### src/rtl/csel_pkg.sv
// Shared types and constants for the 2-bit-per-cycle carry-select adder.
package csel_pkg;

  typedef enum logic [1:0] {
    IDLE,
    RUN,
    DONE
  } state_t;

  localparam int SLICE_W = 2;

  // Slice sum bit positions: the lower-position sum arrives on bit 1.
  localparam int LO_POS = 1;
  localparam int HI_POS = 0;

endpackage

### src/rtl/csel_carry_pick.sv
// Carry-select mux: picks one of the two precomputed slice result sets.
module csel_carry_pick
  import csel_pkg::*;
(
  input  logic               carry,
  input  logic [SLICE_W-1:0] sum_c1,
  input  logic               cout_c1,
  input  logic [SLICE_W-1:0] sum_c0,
  input  logic               cout_c0,
  output logic [SLICE_W-1:0] sum_sel,
  output logic               cout_sel
);

  assign sum_sel  = carry ? sum_c1  : sum_c0;
  assign cout_sel = carry ? cout_c1 : cout_c0;

endmodule

### src/rtl/csel_serial_adder.sv
// Serial carry-select adder controller: one external 2-bit slice per clock.
module csel_serial_adder
  import csel_pkg::*;
#(
  parameter int WIDTH = 16,
  parameter int CNT_W = (WIDTH / 2 > 1) ? $clog2(WIDTH / 2) : 1
) (
  input  logic               clk,
  input  logic               rst_n,
  input  logic               in_valid,
  output logic               in_ready,
  input  logic [WIDTH-1:0]   a,
  input  logic [WIDTH-1:0]   b,
  input  logic               cin,
  output logic [SLICE_W-1:0] slice_x,
  output logic [SLICE_W-1:0] slice_y,
  input  logic [SLICE_W-1:0] slice_sum_c1,
  input  logic               slice_cout_c1,
  input  logic [SLICE_W-1:0] slice_sum_c0,
  input  logic               slice_cout_c0,
  output logic               out_valid,
  input  logic               out_ready,
  output logic [WIDTH-1:0]   sum,
  output logic               cout
);

  localparam logic [CNT_W-1:0] LAST = CNT_W'(WIDTH / 2 - 1);

  state_t             state_q, state_d;
  logic [CNT_W-1:0]   idx_q, idx_d;
  logic               carry_q, carry_d;
  logic [WIDTH-1:0]   a_q, a_d;
  logic [WIDTH-1:0]   b_q, b_d;
  logic [WIDTH-1:0]   sum_q, sum_d;
  logic               cout_q, cout_d;
  logic [CNT_W:0]     off;
  logic [SLICE_W-1:0] pick_sum;
  logic               pick_cout;

  assign off = {idx_q, 1'b0};

  assign slice_x = (state_q == RUN) ? a_q[off +: SLICE_W] : '0;
  assign slice_y = (state_q == RUN) ? b_q[off +: SLICE_W] : '0;

  csel_carry_pick u_pick (
    .carry    (carry_q),
    .sum_c1   (slice_sum_c1),
    .cout_c1  (slice_cout_c1),
    .sum_c0   (slice_sum_c0),
    .cout_c0  (slice_cout_c0),
    .sum_sel  (pick_sum),
    .cout_sel (pick_cout)
  );

  always_comb begin
    state_d = state_q;
    idx_d   = idx_q;
    carry_d = carry_q;
    a_d     = a_q;
    b_d     = b_q;
    sum_d   = sum_q;
    cout_d  = cout_q;
    unique case (state_q)
      IDLE: begin
        if (in_valid) begin
          a_d     = a;
          b_d     = b;
          carry_d = cin;
          idx_d   = '0;
          sum_d   = '0;
          state_d = RUN;
        end
      end
      RUN: begin
        // Slice returns sums in swapped order; restore position order here.
        sum_d[off +: SLICE_W] = {pick_sum[HI_POS], pick_sum[LO_POS]};
        carry_d = pick_cout;
        if (idx_q == LAST) begin
          cout_d  = pick_cout;
          idx_d   = '0;
          state_d = DONE;
        end else begin
          idx_d = idx_q + 1'b1;
        end
      end
      DONE: begin
        if (out_ready) state_d = IDLE;
      end
      default: state_d = IDLE;
    endcase
  end

  always_ff @(posedge clk or negedge rst_n) begin
    if (!rst_n) begin
      state_q <= IDLE;
      idx_q   <= '0;
      carry_q <= 1'b0;
      a_q     <= '0;
      b_q     <= '0;
      sum_q   <= '0;
      cout_q  <= 1'b0;
    end else begin
      state_q <= state_d;
      idx_q   <= idx_d;
      carry_q <= carry_d;
      a_q     <= a_d;
      b_q     <= b_d;
      sum_q   <= sum_d;
      cout_q  <= cout_d;
    end
  end

  assign in_ready  = (state_q == IDLE);
  assign out_valid = (state_q == DONE);
  assign sum       = sum_q;
  assign cout      = cout_q;

endmodule

### config.mk
export PLATFORM = sky130hd
export DESIGN_NAME = csel_serial_adder
export DESIGN_NICKNAME = d
export VERILOG_FILES = /design/src/rtl/csel_pkg.sv /design/src/rtl/csel_carry_pick.sv /design/src/rtl/csel_serial_adder.sv
export SDC_FILE = /design/constraint.sdc
export NUM_CORES = 1
export LEC_CHECK = 0
export CORE_MARGIN = 2
export CORE_UTILIZATION = 44
export DETAILED_ROUTE_END_ITERATION = 7
export PLACE_DENSITY = 0.75
export SLEW_MARGIN = 10
export SYNTH_ARGS = -nofsm -noshare
export SYNTH_HDL_FRONTEND = slang
export SYNTH_SLANG_ARGS = --single-unit
### constraint.sdc
create_clock -name clk -period 2.2 [get_ports clk]
set_clock_uncertainty 0.15 [all_clocks]
set_input_delay 0.33 -clock clk [delete_from_list [all_inputs] [get_ports clk]]
set_output_delay 0.33 -clock clk [all_outputs]
set_load 0.01 [all_outputs]
==> summary.md <==
The run finished with clean final reports. The logs give 9453 um for the global-route wire length before repair and 0 for the number of design rule violations left after detail routing. The vertical extent of the die works out to 81.44 um.

By count the netlist is led by 55 x dfrtp_1, 35 x mux2i_1, 33 x mux2_2. The via count of the first global-routing pass is 1997, and the signed area change from the synthesized netlist to the final layout is 38.93%. The critical path starts at idx_q[1]$_DFFE_PN0P_.

Setup repair after global routing could not meet its margin everywhere. The number of failing hold endpoints at the final stage is 0, and the number of max-slew violations in the final report is 0. At the end of routability-driven placement, the weighted congestion stood at 0.8208. Summed over all layers, the routed wires come to 5911 um. The logs give 360 for the total placed cells including tap cells and 0 for the antenna diode count. Summing the sequential cell areas from Yosys gives 52.16% of the chip area. The logs give 0.006632 mm^2 for the die area and 2 for the maximum clock path buffer count.

The initial antenna violation count was 0; the H-tree depth reported by CTS was 2. Number of instances in the synthesized netlist: 213. The worst path uses 99.18% of the clock period. For the total CTS buffers, the log shows 5. Cells with a size suffix above 1 make up 27.46% of the layout. The maximum fanout encountered on the critical timing path is 4. VDD sags by at most 0.6879 mV. Max-cap violations in this run came to 0. The number of DRC markers after the initial detailed-route iteration was 70. Ranked by total cell area, the synthesized netlist is headed by dfrtp_1 52%, mux2_2 14%, mux2i_1 13%. The total via count in the routed design was 1965.

In this run the critical register-to-register path is captured at sum[8]$_DFFE_PN0P_. The launching point of the worst reg2reg path is idx_q[1]$_DFFE_PN0P_. For the boundary pin count, the log shows 66.

In this run, synthesis inferred 0 flip-flops with an integrated enable. The area share of the largest cell type after synthesis was 52.16%; the die outline width was 81.44 um. Clock-pin slew was measured on the worst setup and hold paths at 100 ps. Using the TritonRoute via totals, the vias-per-cell ratio works out to 5.311. The power density over the cells was 1393 mW/mm^2. Leakage power summed over all cells: 0.001587 uW. The master cell of the clock root buffer is clkbuf_8. Cell type with the largest total area after synthesis: dfrtp_1. For this configuration, the core starts out at a cell density of 45.10%.

The most instantiated flip-flop cell in the synthesis netlist was dfrtp_1. After routing the design area is 0.003666 mm^2. The tools report the worst setup slack before clock tree synthesis as 19.75 ps. Entering global routing, the biggest net connects 28 pins.

On the final layout, the worst hold slack is 335.6 ps. The placed instances occupy a cell area of 0.003500 mm^2. Synthesis inferred 55 register bits. Setup violations remaining at the end of the flow were counted as 0.

The net total in the final layout is 342. The logs give 261 for the total nets after synthesis and 0.002639 mm^2 for the mapped cell area. The tools report the total congestion overflow after global routing as 0. The worst register-to-register path has a depth of 7. Async set or reset register ratio after synthesis: 100.0%. For flop-to-flop paths, the worst setup slack is 20 ps. The netlist uses 33 different library cells. TritonCTS built the clock tree.

For the pin with the worst max-slew slack, the measured transition is 653.4 ps. Global routing consumed, over all layers together, 18.65% of the routing resources. The final period demand of the worst path came out at 2182 ps. Measured against its own limit, the worst slew margin works out to 56.06%. Static timing analysis puts the maximum clock frequency at 458.3 MHz.

The worst setup path category is reg -> reg. The tools report the startpoint type of the worst setup path as a flip-flop. Once layout is complete, the cells apart from fillers number 370. The tightest min-delay check is of the in -> async type.

Data on the critical path is required at its endpoint by 2280 ps. The routed length per placed instance is 15.98 um. Most instantiated library cell after synthesis: dfrtp_1. After legalization and detailed placement, the total HPWL measured 4210 um. The first detailed-routing pass ran for 4 iterations. The tools report the overall power consumption as 5109 uW. The floorplan row count is 28, and the clock latency on the worst-skew pair is 310 ps.

The tools report the final critical-path setup slack as 18.00 ps. The post-synthesis area per instance was 12.39 um^2; the number of sinks on the clock net was 55. The run gives 0 as the final antenna-violating net count. The kind of end point of the critical path was a flip-flop. Port buffering added 65 buffers. For this run, the number of Yosys warnings is 0. The worst endpoint data arrival time was 2270 ps; the area of the core was 0.005851 mm^2.
## placed cells by master, fill, tap and decap left out, drive strengths merged, types with 2 or more instances in the layout
master / netlist / routed
a21oi: 5 / 5
a22oi: 4 / 4
and3: 4 / 4
buf: 10 / 22
clkbuf: 3 / 10
clkdlybuf4s50: 0 / 60
dfrtp: 55 / 55
ha: 5 / 5
inv: 4 / 5
mux2: 33 / 33
mux2i: 35 / 35
nand2: 17 / 17
nand2b: 2 / 2
nand3: 6 / 6
nand3b: 2 / 2
nor2: 3 / 3
nor2b: 4 / 4
nor3: 2 / 2
nor4: 2 / 2
nor4b: 2 / 2
o31ai: 4 / 4
or3b: 2 / 2
## registers in the layout, summed over array words and instances (netlist names)
| register | count |
|---|---|
| a_q | 16 |
| b_q | 16 |
| carry_q | 1 |
| cout | 1 |
| idx_q | 3 |
| state_q | 2 |
| sum | 16 |
## worst max-delay path by stage
stage                                to  cells after the start  slack, ps
global placement             slice_y[0]                      5         10
finish               sum[8]$_DFFE_PN0P_                      7         20
detailed placement           slice_x[0]                      5         20
global route         sum[9]$_DFFE_PN0P_                      7       -100
floorplan           sum[12]$_DFFE_PN0P_                      7        -40
CTS                          slice_y[0]                      5          3
## metrics by stage
stage | util [%] | setup TNS (ps)
final | 62.66 | 0
after global routing | 62.66 | -190.2
after CTS | 62.15 | 0
after detailed placement | 59.82 | 0
after global placement | 59.82 | 0
after floorplan | - | -111.5
## cell type report
type	instances	area, um^2
multi-input combinational	141	1245
fill	468	2185
sequential	55	1379
clock buffer	6	72.57
inverter	4	15.01
timing repair buffer	87	822.0
tap	75	93.84
clock inverter	2	38.79
## critical path: stages, from the launching register on
cell,delay (ps)
dfrtp_2,430
inv_1,100
ha_1,220
ha_1,320
o31ai_1,160
nor4b_2,350
buf_4,190
mux2i_1,180
## where the power goes
part	internal (uW)	switching [uW]	leakage [uW]
logic	1420	1230	0.000857
registers	1480	298	0.000674
clock network	344	332	0.0000558
## layer usage
layer / GRT usage (%) / vias to the layer above / wire, um
met1: 24.37 / 987 / 2553
met2: 31.56 / 49 / 2978
li1: - / 922 / -
met3: 3.626 / 7 / 290
met4: 5.424 / 0 / 88
met5: 0 / - / 0
## repair_timing
action                                 in CTS  in global routing
buffers inserted                            0                  1
endpoints found under the hold margin      17                  0
pin swaps                                   0                  1
gates resized for setup                    12                 13
hold buffers                                1                  0
setup endpoints to repair                   4                 10
## kinds of logic (layout without fill, tap and decap cells)
logic type / after synthesis / after routing / share of synthesized area, %
multiplexers: 68 / 68 / 27.36
flip-flops: 55 / 55 / 52.16
AND/OR/NAND/NOR: 50 / 50 / 10.34
AO/OA/AOI/OAI: 18 / 18 / 4.931
buffers and inverters: 17 / 99 / 2.844
adder cells (fa/ha/maj): 5 / 5 / 2.371
Power figures use the tool's default switching activity.
